--- src/rtl/reg_dump_reader_pkg.sv ---
// Shared definitions for the register dump reader: FSM encoding, record layout and byte extraction.
// Each record is one index byte followed by the 32-bit register value, most significant byte first.
package reg_dump_reader_pkg;

  typedef enum logic [1:0] {
    ST_IDLE  = 2'd0,
    ST_FETCH = 2'd1,
    ST_SEND  = 2'd2
  } state_t;

  localparam int         RECORD_BYTES  = 5;
  localparam logic [2:0] IDX_BYTE      = 3'd0;
  localparam logic [2:0] DATA_MSB_BYTE = 3'd1;
  localparam logic [2:0] DATA_LSB_BYTE = 3'd4;

  // Byte n of the record (1..4) is data byte (4-n) counted from the LSB.
  function automatic logic [7:0] data_byte(input logic [31:0] d, input logic [2:0] n);
    logic [2:0]  w_rev;
    logic [31:0] w_shift;
    w_rev   = DATA_LSB_BYTE - n;
    w_shift = d >> {w_rev, 3'b000};
    return w_shift[7:0];
  endfunction

endpackage

--- src/rtl/reg_dump_byte_sel.sv ---
// Combinational record byte mux: picks the index byte or one shadow data byte by byte_cnt.
// Zero latency; no flow control of its own.
module reg_dump_byte_sel
  import reg_dump_reader_pkg::*;
#(
  parameter int ADDR_WIDTH = 5
) (
  input  logic [ADDR_WIDTH-1:0] i_idx,
  input  logic [31:0]           i_shadow,
  input  logic [2:0]            i_byte_cnt,
  output logic [7:0]            o_byte
);

  always_comb begin
    o_byte = 8'h00;
    if (i_byte_cnt == IDX_BYTE) begin
      o_byte = 8'(i_idx);
    end else if (i_byte_cnt >= DATA_MSB_BYTE && i_byte_cnt <= DATA_LSB_BYTE) begin
      o_byte = data_byte(i_shadow, i_byte_cnt);
    end
  end

endmodule

--- src/rtl/reg_dump_reader.sv ---
// Walks all registers through a spare register-file read port and streams 5-byte records.
// One FETCH cycle plus five SEND cycles per register; out_ready low stalls SEND indefinitely.
module reg_dump_reader
  import reg_dump_reader_pkg::*;
#(
  parameter int WIDTH      = 32,
  parameter int ADDR_WIDTH = 5,
  parameter int NUM        = 32
) (
  input  logic                  i_clk,
  input  logic                  i_reset,
  input  logic                  i_start,
  input  logic                  i_abort,
  output logic [ADDR_WIDTH-1:0] o_rf_addr,
  input  logic [WIDTH-1:0]      i_rf_data,
  output logic                  o_out_valid,
  input  logic                  i_out_ready,
  output logic [7:0]            o_out_data,
  output logic                  o_out_last,
  output logic                  o_busy,
  output logic                  o_done
);

  localparam logic [ADDR_WIDTH-1:0] LAST_IDX      = ADDR_WIDTH'(NUM - 1);
  localparam logic [2:0]            PRE_LAST_BYTE = DATA_LSB_BYTE - 3'd1;

  state_t                r_state;
  logic [ADDR_WIDTH-1:0] r_idx;
  logic [2:0]            r_byte_cnt;
  logic [WIDTH-1:0]      r_shadow;
  logic                  r_out_valid;
  logic                  r_out_last;
  logic                  r_busy;
  logic                  r_done;

  logic                  w_hs;
  logic                  w_last_byte;
  logic [7:0]            w_byte;

  assign w_hs        = r_out_valid & i_out_ready;
  assign w_last_byte = (r_byte_cnt == DATA_LSB_BYTE);

  reg_dump_byte_sel #(
    .ADDR_WIDTH (ADDR_WIDTH)
  ) u_byte_sel (
    .i_idx      (r_idx),
    .i_shadow   (r_shadow),
    .i_byte_cnt (r_byte_cnt),
    .o_byte     (w_byte)
  );

  always_ff @(posedge i_clk or posedge i_reset) begin
    if (i_reset) begin
      r_state     <= ST_IDLE;
      r_idx       <= '0;
      r_byte_cnt  <= IDX_BYTE;
      r_shadow    <= '0;
      r_out_valid <= 1'b0;
      r_out_last  <= 1'b0;
      r_busy      <= 1'b0;
      r_done      <= 1'b0;
    end else begin
      r_done <= 1'b0;
      // Abort wins over start and over any handshake in the same cycle.
      if (i_abort) begin
        r_state     <= ST_IDLE;
        r_idx       <= '0;
        r_byte_cnt  <= IDX_BYTE;
        r_out_valid <= 1'b0;
        r_out_last  <= 1'b0;
        r_busy      <= 1'b0;
      end else begin
        case (r_state)
          ST_IDLE: begin
            if (i_start) begin
              r_state <= ST_FETCH;
              r_idx   <= '0;
              r_busy  <= 1'b1;
            end
          end
          ST_FETCH: begin
            r_shadow    <= i_rf_data;
            r_byte_cnt  <= IDX_BYTE;
            r_out_valid <= 1'b1;
            r_out_last  <= 1'b0;
            r_state     <= ST_SEND;
          end
          ST_SEND: begin
            if (w_hs) begin
              if (!w_last_byte) begin
                r_byte_cnt <= r_byte_cnt + 3'd1;
                r_out_last <= (r_idx == LAST_IDX) && (r_byte_cnt == PRE_LAST_BYTE);
              end else if (r_idx != LAST_IDX) begin
                r_idx       <= r_idx + 1'b1;
                r_out_valid <= 1'b0;
                r_out_last  <= 1'b0;
                r_state     <= ST_FETCH;
              end else begin
                r_idx       <= '0;
                r_byte_cnt  <= IDX_BYTE;
                r_out_valid <= 1'b0;
                r_out_last  <= 1'b0;
                r_busy      <= 1'b0;
                r_done      <= 1'b1;
                r_state     <= ST_IDLE;
              end
            end
          end
          default: begin
            r_state     <= ST_IDLE;
            r_idx       <= '0;
            r_byte_cnt  <= IDX_BYTE;
            r_out_valid <= 1'b0;
            r_out_last  <= 1'b0;
            r_busy      <= 1'b0;
          end
        endcase
      end
    end
  end

  assign o_rf_addr   = r_idx;
  assign o_out_valid = r_out_valid;
  assign o_out_data  = r_out_valid ? w_byte : 8'h00;
  assign o_out_last  = r_out_last;
  assign o_busy      = r_busy;
  assign o_done      = r_done;

endmodule

--- config.mk ---
export PLATFORM = sky130hd
export DESIGN_NAME = reg_dump_reader
export DESIGN_NICKNAME = d
export VERILOG_FILES = /design/src/rtl/reg_dump_reader_pkg.sv /design/src/rtl/reg_dump_byte_sel.sv /design/src/rtl/reg_dump_reader.sv
export SDC_FILE = /design/constraint.sdc
export NUM_CORES = 1
export LEC_CHECK = 0
export ABC_AREA = 1
export CAP_MARGIN = 20
export CELL_PAD_IN_SITES_DETAIL_PLACEMENT = 1
export CELL_PAD_IN_SITES_GLOBAL_PLACEMENT = 1
export CORE_MARGIN = 4
export CORE_UTILIZATION = 48
export CTS_CLUSTER_DIAMETER = 150
export DETAILED_ROUTE_END_ITERATION = 10
export DONT_BUFFER_PORTS = 1
export PLACE_DENSITY = 0.92
export RECOVER_POWER = 25
export SKIP_LAST_GASP = 1
export SLEW_MARGIN = 20
export SYNTH_ARGS = -nofsm -noshare
export SYNTH_HDL_FRONTEND = slang
export SYNTH_HIERARCHICAL = 1
export SYNTH_SLANG_ARGS = --single-unit
--- constraint.sdc ---
create_clock -name i_clk -period 4.3 [get_ports i_clk]
set_input_delay 0.86 -clock i_clk [delete_from_list [all_inputs] [get_ports i_clk]]
set_output_delay 0.86 -clock i_clk [all_outputs]
set_load 0.005 [all_outputs]
==> results of run 1 <==
sequential cells by signal, indices dropped and copies added, names as in the netlist:
signal,count
o_busy,1
r_state,2
r_shadow,32
o_out_last,1
o_rf_addr,5
o_out_valid,1
o_done,1
r_byte_cnt,3
per-layer routing:
layer  share of wire, %  vias to the layer above
li1                   -                     1156
met1                 47                     1121
met2                 48                       42
met3                3.6                        8
met4                1.2                        0
met5                  0                        -
worst min-delay path, stage by stage (launching register included):
cell,delay (ps)
sky130_fd_sc_hd__dfrtp_1,350
sky130_fd_sc_hd__nand2_1,60
sky130_fd_sc_hd__nand2_1,50
logic make-up after synthesis:
group                      after synthesis  share of synthesized area [%]
buffers and inverters                   66                          10.75
AOI/OAI and AO/OA                        3                         0.6515
adders and majority gates                9                          4.190
DFF                                     46                          42.83
and+or+nand+nor                        270                          41.57
metrics by stage:
step	setup WS [ps]	hold WS (ps)	area [um2]	utilization, %	instances
after floorplan	1721	448.8	2688	-	394
after global placement	1830	464.6	2703	51.28	454
after detailed placement	1740	470.2	2703	51.28	454
after CTS	1373	496.1	2811	53.35	462
after global routing	1176	522.3	2813	53.37	462
final	1384	485.9	2813	53.37	462
placed cells by master, fill, tap and decap left out, drive strengths merged, types with 2 or more instances in the layout:
master	instances
inv	54
clkinv	2
nand2	223
nand4	2
nor2	22
dfrtp	46
nand3b	2
nor3	2
ha	9
nand3	19
clkbuf	5
worst max path at each step:
stage                  startpoint  slack, ps       endpoint
finish              r_byte_cnt[0]       1380  o_out_data[7]
CTS                 r_byte_cnt[0]       1370  o_out_data[7]
detailed placement  r_byte_cnt[0]       1740  o_out_data[7]
global route        r_byte_cnt[1]       1180  o_out_data[3]
global placement    r_byte_cnt[0]       1830  o_out_data[0]
floorplan           r_byte_cnt[0]       1720  o_out_data[1]
synth_stat cells, drive strengths merged:
library cell	number	area (um2)
nand2	223	849.6
inv	55	209.0
dfrtp	46	1151
nor2	22	117.6
nand3	19	112.6
buf	11	80.08
ha	9	112.6
nand3b	2	15.01
nand4	2	12.51
nor3	2	10.01
a21oi	1	5.000
o211ai	1	7.510
o21ai	1	5.000
cell type report:
cell class	count	area share, %
Timing Repair Buffer	1	0.2669
Sequential cell	46	40.93
Clock buffer	5	2.447
Tap cell	70	3.114
Inverter	55	7.473
Multi-Input combinational cell	282	44.35
Clock inverter	3	1.423
where the power goes:
part,leakage [nW],internal (mW),switching [mW],total (mW)
combinational,1.00,0.107,0.195,0.301
clock,0.0579,0.171,0.156,0.328
sequential,0.590,0.538,0.0720,0.610
==> results.sh, run 1 <==
export IMPL_setup_worst_path_start_class="register"
export IMPL_area_sequential_um2=1151
export IMPL_cts_setup_buffers=0
export IMPL_power_static_leakage_nw=1.651
export IMPL_synth_cell_types=22
export IMPL_via_count=2327
export IMPL_clock_tree_buffer_depth=2
export IMPL_nFillCells=748
export IMPL_grt_start_max_net_pins=47
export IMPL_met1_usage_pct=27.73
export IMPL_reg2regPathDepth=11
export IMPL_synth_yosys_seq_area_share_pct=42.83
export IMPL_worstPathBufferInverterCount=3
export IMPL_cts_root_buffer="sky130_fd_sc_hd__clkbuf_8"
export IMPL_fmax_mhz=342.9
export IMPL_timing_critical_path_mode_cell="sky130_fd_sc_hd__nand2_1"
export IMPL_critical_path_max_stage_delay_ps=400
export IMPL_design_die_area_um2=6860
export IMPL_post_route_period_util_pct=67.82
export IMPL_worst_ep_arrival_time_ps=2060
export IMPL_start_util_pct=51.00
export IMPL_cp_num_cells=10
export IMPL_diodes=0
export IMPL_timing_max_cap_violations=1
export IMPL_clkSlewWorstSetupHoldPaths_ps=90
export IMPL_postCtsHoldBufs=0
export IMPL_flow_area_growth_from_synthesis_pct=4.656
export IMPL_grt_setup_unrepaired="no"
export IMPL_regToRegStartpoint="o_rf_addr[0]"
export IMPL_hold_violations=0
export IMPL_post_detail_place_hpwl_um=4864
export IMPL_global_route_usage_total_pct=20.82
export IMPL_report_power_total_mw=1.239
export IMPL_critical_path_endpoint_type="primary output"
export IMPL_setup_total_negative_slack_ps=0
export IMPL_worstSkewPairLatency_ps=310
export IMPL_synth_area_per_cell_um2=6.821
export IMPL_worst_setup_path_type="reg2out"
export IMPL_hold_class="reg2reg"
export IMPL_timing_rr_end="r_byte_cnt[0]"
export IMPL_global_route_overflow_total=0
export IMPL_cts_num_sinks=46
export IMPL_portBuffers=0
export IMPL_grt_pass1_vias=2465
export IMPL_gr_max_usage_layer="met2"
export IMPL_route_antenna_remaining_nets=0
export IMPL_cts_htree_levels=2
export IMPL_post_cts_resize_count=0
export IMPL_iteration_0_drc_count_of_the_detailed_router=143
export IMPL_drt_wirelength_per_cell_um=14.66
export IMPL_routed_via_density=5.037
export IMPL_tightestPinTransition_ps=2108
export IMPL_number_of_nets_in_the_finished_design=437
export IMPL_synth_ff_latch_count=46
export IMPL_min_delay_start="r_shadow[12]"
export IMPL_cp_top_family="simple AND/OR/NAND/NOR gates"
export IMPL_rrSetupSlack_ps=2320
export IMPL_core_region_area_um2=5270
export IMPL_grt_antenna_before_repair=0
export IMPL_grt_met3_usage_pct=3.960
export IMPL_numCtsBuffers=5
export IMPL_multi_input_comb_area_um2=1247
export IMPL_syn_inst=394
export IMPL_drc=0
export IMPL_min_delay_path_depth=2
export IMPL_global_route_usage_met2_pct=34.84
export IMPL_io_pin_count=54
export IMPL_whs_endpoint="r_shadow[12]"
export IMPL_detailedRoute_firstPassIterationCount=4
export IMPL_drive_above_1_share_pct=6.633
export IMPL_die_width_um=82.83
export IMPL_gp_congestion=0.8279
export IMPL_worst_endpoint_required_ps=3440
export IMPL_power_density_over_the_cells_nw_per_um2=440.5
export IMPL_final_max_slew_violation_count=47
export IMPL_post_route_min_period_ps=2916
export IMPL_totalWireLength_um=6774
export IMPL_grt_pass1_wl_um=11790
export IMPL_critPathMaxFanout=17
export IMPL_synth_warning_count=6
export IMPL_final_setup_violation_count=0
export IMPL_fp_dieH_um=82.83
export IMPL_tritoncts="built"
export IMPL_vdd_drop_max_uv=232.4
export IMPL_maxSlewHeadroom_pct=-41.28
export IMPL_crit_path_cell_chain="inv_4 -> ha_1 -> ha_1 -> nor2_1 -> nand2_1 -> nor2_4 -> nand2_1 -> inv_1 -> nand2_1 -> inv_1"
export IMPL_finClkSkew_ps=6.539
export IMPL_synth_nets=440
export IMPL_violations="max-capacitance violations, max-slew violations"
export IMPL_run_status="finished, violations left"
export IMPL_timing_critical_path_slowest_stage_cell="sky130_fd_sc_hd__dfrtp_1"
export IMPL_syn_cell_area_um2=2688
export IMPL_std_cell_rows=26
No activity file was read; power rests on OpenSTA's default activity.
==> run 2, diff against run 1 <==
--- a/config.mk
+++ b/config.mk
@@ -10,11 +10,11 @@
 export CELL_PAD_IN_SITES_DETAIL_PLACEMENT = 1
 export CELL_PAD_IN_SITES_GLOBAL_PLACEMENT = 1
 export CORE_MARGIN = 4
-export CORE_UTILIZATION = 48
+export CORE_UTILIZATION = 40
 export CTS_CLUSTER_DIAMETER = 150
 export DETAILED_ROUTE_END_ITERATION = 10
 export DONT_BUFFER_PORTS = 1
-export PLACE_DENSITY = 0.92
+export PLACE_DENSITY = 0.83
 export RECOVER_POWER = 25
 export SKIP_LAST_GASP = 1
 export SLEW_MARGIN = 20
==> constraint.sdc (replaced) <==
create_clock -name i_clk -period 2.5 [get_ports i_clk]
set_input_delay 0.5 -clock i_clk [delete_from_list [all_inputs] [get_ports i_clk]]
set_output_delay 0.5 -clock i_clk [all_outputs]
set_load 0.005 [all_outputs]
==> results.sh, run 2 (same netlist as run 1, synthesis figures left out) <==
export IMPL_drc=0
export IMPL_iteration_0_drc_count_of_the_detailed_router=128
export IMPL_power_static_leakage_nw=1.696
export IMPL_fmax_mhz=417.1
export IMPL_numCtsBuffers=5
export IMPL_critPathMaxFanout=5
export IMPL_run_status="complete, no violations"
export IMPL_critical_path_endpoint_type="primary output"
export IMPL_layout_commonest_cell="sky130_fd_sc_hd__nand2_1"
export IMPL_maxSlewHeadroom_pct=20.97
export IMPL_worstSkewPairLatency_ps=300
export IMPL_post_detail_place_hpwl_um=5056
export IMPL_largest_reg_by_ff_count="r_shadow"
export IMPL_final_cell_mix="216 x sky130_fd_sc_hd__nand2_1, 48 x sky130_fd_sc_hd__inv_1, 45 x sky130_fd_sc_hd__dfrtp_1"
export IMPL_core_region_area_um2=6422
export IMPL_cts_num_sinks=46
export IMPL_vdd_drop_max_uv=315.2
export IMPL_hold_class="in2reg"
export IMPL_via_count=2364
export IMPL_flow_area_growth_from_synthesis_pct=9.078
export IMPL_worst_ep_arrival_time_ps=1900
export IMPL_final_max_slew_violation_count=0
export IMPL_worst_endpoint_required_ps=2000
export IMPL_post_route_min_period_ps=2397
export IMPL_grt_antenna_before_repair=0
export IMPL_tritoncts="built"
export IMPL_worst_setup_path_type="reg2out"
export IMPL_reg2regPathDepth=11
export IMPL_post_route_period_util_pct=95.90
export IMPL_power_density_over_the_cells_nw_per_um2=733.6
export IMPL_finClkSkew_ps=8.032
export IMPL_std_cell_rows=29
export IMPL_diodes=0
export IMPL_global_route_overflow_total=0
export IMPL_tightestPinTransition_ps=1185
export IMPL_io_pin_count=54
export IMPL_clkSlewWorstSetupHoldPaths_ps=90
export IMPL_setup_worst_path_start_class="register"
export IMPL_start_util_pct=41.85
export IMPL_detailedRoute_firstPassIterationCount=5
export IMPL_gp_congestion=0.8437
export IMPL_endpoint_of_the_most_critical_setup_path="o_out_data[4]"
export IMPL_hold_violations=0
export IMPL_routed_via_density=4.946
export IMPL_fp_dieH_um=89.97
export IMPL_final_setup_violation_count=0
export IMPL_portBuffers=0
export IMPL_global_route_usage_total_pct=18.20
export IMPL_number_of_nets_in_the_finished_design=446
export IMPL_timing_max_cap_violations=0
export IMPL_route_antenna_remaining_nets=0
export IMPL_report_power_total_mw=2.151
export IMPL_totalWireLength_um=7193
export IMPL_placed_cell_area_um2=2749
export IMPL_grt_pass1_vias=2471
export IMPL_cts_root_buffer="sky130_fd_sc_hd__clkbuf_8"
export IMPL_rrSetupSlack_ps=620
export IMPL_design_die_area_um2=8095
export IMPL_die_width_um=89.97
export IMPL_largest_register_ffs=32
export IMPL_drive_above_1_share_pct=10.72
export IMPL_worstSetupStartpoint="r_byte_cnt[0]"
export IMPL_grt_pass1_wl_um=12010
export IMPL_regToRegStartpoint="o_rf_addr[0]"
export IMPL_timing_rr_end="r_byte_cnt[2]"
export IMPL_clock_tree_buffer_depth=2
export IMPL_cts_htree_levels=2
export IMPL_post_route_cell_area_um2=2932
export IMPL_grt_start_max_net_pins=47
export IMPL_drt_wirelength_per_cell_um=15.05
-- run 2: cell count changes in the layout (fill, tap and decap cells not counted), moves of 3 or more --
| cell | before | now |
|---|---|---|
| sky130_fd_sc_hd__buf_4 | 1 | 6 |
| sky130_fd_sc_hd__inv_2 | 2 | 6 |
| sky130_fd_sc_hd__buf_6 | 0 | 3 |
| sky130_fd_sc_hd__inv_1 | 51 | 48 |
-- run 2: cell type report --
| cell class | count | area (um2) |
|---|---|---|
| fill | 852 | 3491 |
| multi-input combinational | 282 | 1280 |
| sequential | 46 | 1152 |
| inverter | 55 | 209.0 |
| tap | 77 | 96.34 |
| timing repair buffer | 10 | 83.83 |
| clock buffer | 6 | 72.57 |
| clock inverter | 2 | 37.54 |
-- run 2: power by group --
| group | total (mW) | internal [mW] | switching (mW) | leakage [nW] |
|---|---|---|---|---|
| registers | 1.04 | 0.924 | 0.112 | 0.588 |
| clock network | 0.567 | 0.299 | 0.268 | 0.0514 |
| logic | 0.548 | 0.199 | 0.349 | 1.06 |
| total | 2.15 | 1.42 | 0.728 | 1.70 |
-- run 2: metrics by stage --
step | TNS, ps | worst slack [ps] | utilization [%] | hold WS (ps) | instances
finish | 0 | 102.5 | 45.65 | 305.4 | 478
global route | -9.013 | -9.013 | 45.65 | 286.6 | 478
CTS | 0 | 35.28 | 44.67 | 248.1 | 475
detailed placement | 0 | 308.2 | 42.80 | 465.3 | 466
global placement | 0 | 393.6 | 42.80 | 465.4 | 466
floorplan | 0 | 281.0 | - | 448.8 | 394
-- run 2: worst max-delay path: stages, from the launching register on --
cell	delay, ps
sky130_fd_sc_hd__dfrtp_1	410
sky130_fd_sc_hd__inv_4	50
sky130_fd_sc_hd__ha_4	170
sky130_fd_sc_hd__ha_4	250
sky130_fd_sc_hd__inv_2	30
sky130_fd_sc_hd__nor2_2	80
sky130_fd_sc_hd__nand2_1	90
sky130_fd_sc_hd__nor2_4	120
sky130_fd_sc_hd__buf_6	140
sky130_fd_sc_hd__nand2_1	50
sky130_fd_sc_hd__nand2_1	50
sky130_fd_sc_hd__nand2_1	60
sky130_fd_sc_hd__inv_1	90
-- run 2: worst min-delay path by stage --
stage	from	endpoint	slack, ps	cells after the start
after floorplan	r_shadow[0]	r_shadow[0]	450	2
after global placement	r_shadow[19]	r_shadow[19]	470	2
after detailed placement	r_shadow[4]	r_shadow[4]	470	2
after CTS	i_reset	o_rf_addr[1]	250	2
after global routing	i_rf_data[9]	r_shadow[9]	290	2
final	i_rf_data[29]	r_shadow[29]	310	2
-- run 2: repair_timing --
action,4_1_cts,5_1_grt
setup endpoints to repair,8,8
setup buffers,1,3
resized for setup,2,13
pin swaps,2,5
hold buffers,0,0
-- run 2: layer usage --
layer / GRT usage, % / vias up / share of wire (%) / wire [um]
li1: - / 1168 / - / -
met1: 22.67 / 1137 / 44 / 3145
met2: 31.58 / 46 / 49 / 3551
met3: 2.922 / 13 / 4.3 / 310
met4: 7.143 / 0 / 2.6 / 186
met5: 0 / - / 0 / 0
==> run 3, diff against run 2 <==
--- a/config.mk
+++ b/config.mk
@@ -14,7 +14,7 @@
 export CTS_CLUSTER_DIAMETER = 150
 export DETAILED_ROUTE_END_ITERATION = 10
 export DONT_BUFFER_PORTS = 1
-export PLACE_DENSITY = 0.83
+export PLACE_DENSITY = 0.86
 export RECOVER_POWER = 25
 export SKIP_LAST_GASP = 1
 export SLEW_MARGIN = 20
==> results.sh, run 3 (same netlist as run 1, synthesis figures left out) <==
export IMPL_run_status="complete, no violations"
export IMPL_totalWireLength_um=7940
export IMPL_grt_antenna_before_repair=0
export IMPL_layout_commonest_cell="sky130_fd_sc_hd__nand2_1"
export IMPL_diodes=0
export IMPL_finClkSkew_ps=4.333
export IMPL_post_place_ws_ps=197.3
export IMPL_gp_congestion=0.8298
export IMPL_largest_reg_by_ff_count="r_shadow"
export IMPL_critical_path_endpoint_type="primary output"
export IMPL_grt_pass1_wl_um=13340
export IMPL_tightestPinTransition_ps=694.6
export IMPL_grt_start_max_net_pins=37
export IMPL_fp_dieH_um=89.97
export IMPL_numCtsBuffers=5
export IMPL_post_route_worst_setup_slack_ps=56.27
export IMPL_cts_htree_levels=2
export IMPL_worst_ep_arrival_time_ps=1940
export IMPL_met2_length_um=4057
export IMPL_grt_setup_unrepaired="yes"
export IMPL_core_region_area_um2=6422
export IMPL_clock_tree_buffer_depth=2
export IMPL_fmax_mhz=409.2
export IMPL_vdd_drop_max_uv=361.8
export IMPL_worst_endpoint_required_ps=2000
export IMPL_final_max_slew_violation_count=0
export IMPL_grt_pass1_vias=2643
export IMPL_tritoncts="built"
export IMPL_global_route_overflow_total=0
export IMPL_setup_worst_path_start_class="register"
export IMPL_via_count=2420
export IMPL_drc=0
export IMPL_portBuffers=0
export IMPL_cts_root_buffer="sky130_fd_sc_hd__clkbuf_8"
export IMPL_final_setup_violation_count=0
export IMPL_critPathMaxFanout=8
export IMPL_post_detail_place_hpwl_um=5566
export IMPL_iteration_0_drc_count_of_the_detailed_router=154
export IMPL_std_cell_rows=29
export IMPL_wl_met1_um=3173
export IMPL_global_route_usage_total_pct=20.54
export IMPL_die_width_um=89.97
export IMPL_largest_register_ffs=32
export IMPL_number_of_nets_in_the_finished_design=445
export IMPL_hold_class="in2async"
export IMPL_routed_via_density=5.073
export IMPL_worst_setup_path_type="reg2out"
export IMPL_final_cell_mix="217 x sky130_fd_sc_hd__nand2_1, 49 x sky130_fd_sc_hd__inv_1, 45 x sky130_fd_sc_hd__dfrtp_1"
export IMPL_route_antenna_remaining_nets=0
export IMPL_report_power_total_mw=2.201
export IMPL_maxSlewHeadroom_pct=53.69
export IMPL_clkSlewWorstSetupHoldPaths_ps=90
export IMPL_dp_cells=466
export IMPL_detailedRoute_firstPassIterationCount=4
export IMPL_start_util_pct=41.85
export IMPL_hold_violations=0
export IMPL_flow_area_growth_from_synthesis_pct=8.473
export IMPL_cts_num_sinks=46
export IMPL_design_die_area_um2=8095
export IMPL_postCtsHoldBufs=0
export IMPL_setup_total_negative_slack_ps=0
export IMPL_post_route_period_util_pct=97.75
export IMPL_timing_max_cap_violations=0
export IMPL_io_pin_count=54
export IMPL_final_cells=477
export IMPL_power_static_leakage_nw=1.693
export IMPL_route_top_layer_used="met4"
export IMPL_detailroute_wirelength_met3_um=407
export IMPL_post_route_min_period_ps=2444
export IMPL_drt_wirelength_per_cell_um=16.65
export IMPL_worstSkewPairLatency_ps=310
export IMPL_power_density_over_the_cells_nw_per_um2=755.1
export IMPL_drive_above_1_share_pct=10.00
[run 3: worst max-delay path, stage by stage (launching register included)]
cell	delay [ps]
sky130_fd_sc_hd__dfrtp_1	410
sky130_fd_sc_hd__inv_4	60
sky130_fd_sc_hd__ha_4	170
sky130_fd_sc_hd__ha_4	270
sky130_fd_sc_hd__inv_2	30
sky130_fd_sc_hd__nor2_2	100
sky130_fd_sc_hd__nand2_2	90
sky130_fd_sc_hd__nor2_4	220
sky130_fd_sc_hd__nand2_1	80
sky130_fd_sc_hd__nand2_1	70
sky130_fd_sc_hd__nand2_1	50
sky130_fd_sc_hd__inv_1	80
[run 3: power by group]
part	total (mW)	switching (mW)	internal, mW	leakage, nW
sequential	1.05	0.122	0.925	0.588
clock	0.587	0.287	0.300	0.0585
combinational	0.568	0.365	0.203	1.05
total	2.20	0.774	1.43	1.69
[run 3: layout make-up]
cell class	instances	area [um2]
Fill cell	864	3507
Multi-Input combinational cell	282	1277
Sequential cell	46	1152
Inverter	55	209.0
Tap cell	77	96.34
Clock buffer	5	68.82
Timing Repair Buffer	9	67.56
Clock inverter	3	43.79
[run 3: repair_timing]
action                                  CTS  global route
setup buffers                             3             1
cloned                                    0             0
endpoints found under the setup margin    8             8
pin swaps                                 2             3
gates resized for setup                   5             5
endpoints found under the hold margin     0             0
[run 3: layer usage]
layer / vias to the layer above / GRT usage, %
met5: - / 0
met4: 0 / 8.929
met3: 23 / 4.925
met2: 70 / 35.90
met1: 1153 / 23.98
li1: 1174 / -
[run 3: stage by stage]
stage          cell area (um2)  hold WS [ps]  util [%]
2_1_floorplan             2688         448.8         -
3_3_place_gp              2749         359.3     42.80
3_5_place_dp              2749         366.5     42.80
4_1_cts                   2903         23.02     45.20
5_1_grt                   2915         179.6     45.39
6_report                  2915         134.2     45.39
[run 3: path summary, 6_finish.rpt]
check                         startpoint             to  slack (ps)  cells past startpoint
max                        r_byte_cnt[0]  o_out_data[2]          60                     11
min                              i_reset   r_shadow[19]         130                      1
max reg2reg                 o_rf_addr[0]  r_byte_cnt[2]         460                     11
min reg2reg                 r_shadow[12]   r_shadow[12]         490                      2
max in group asynchronous        i_reset   r_shadow[31]        1350                      2
min in group i_clk          i_rf_data[9]    r_shadow[9]         290                      2
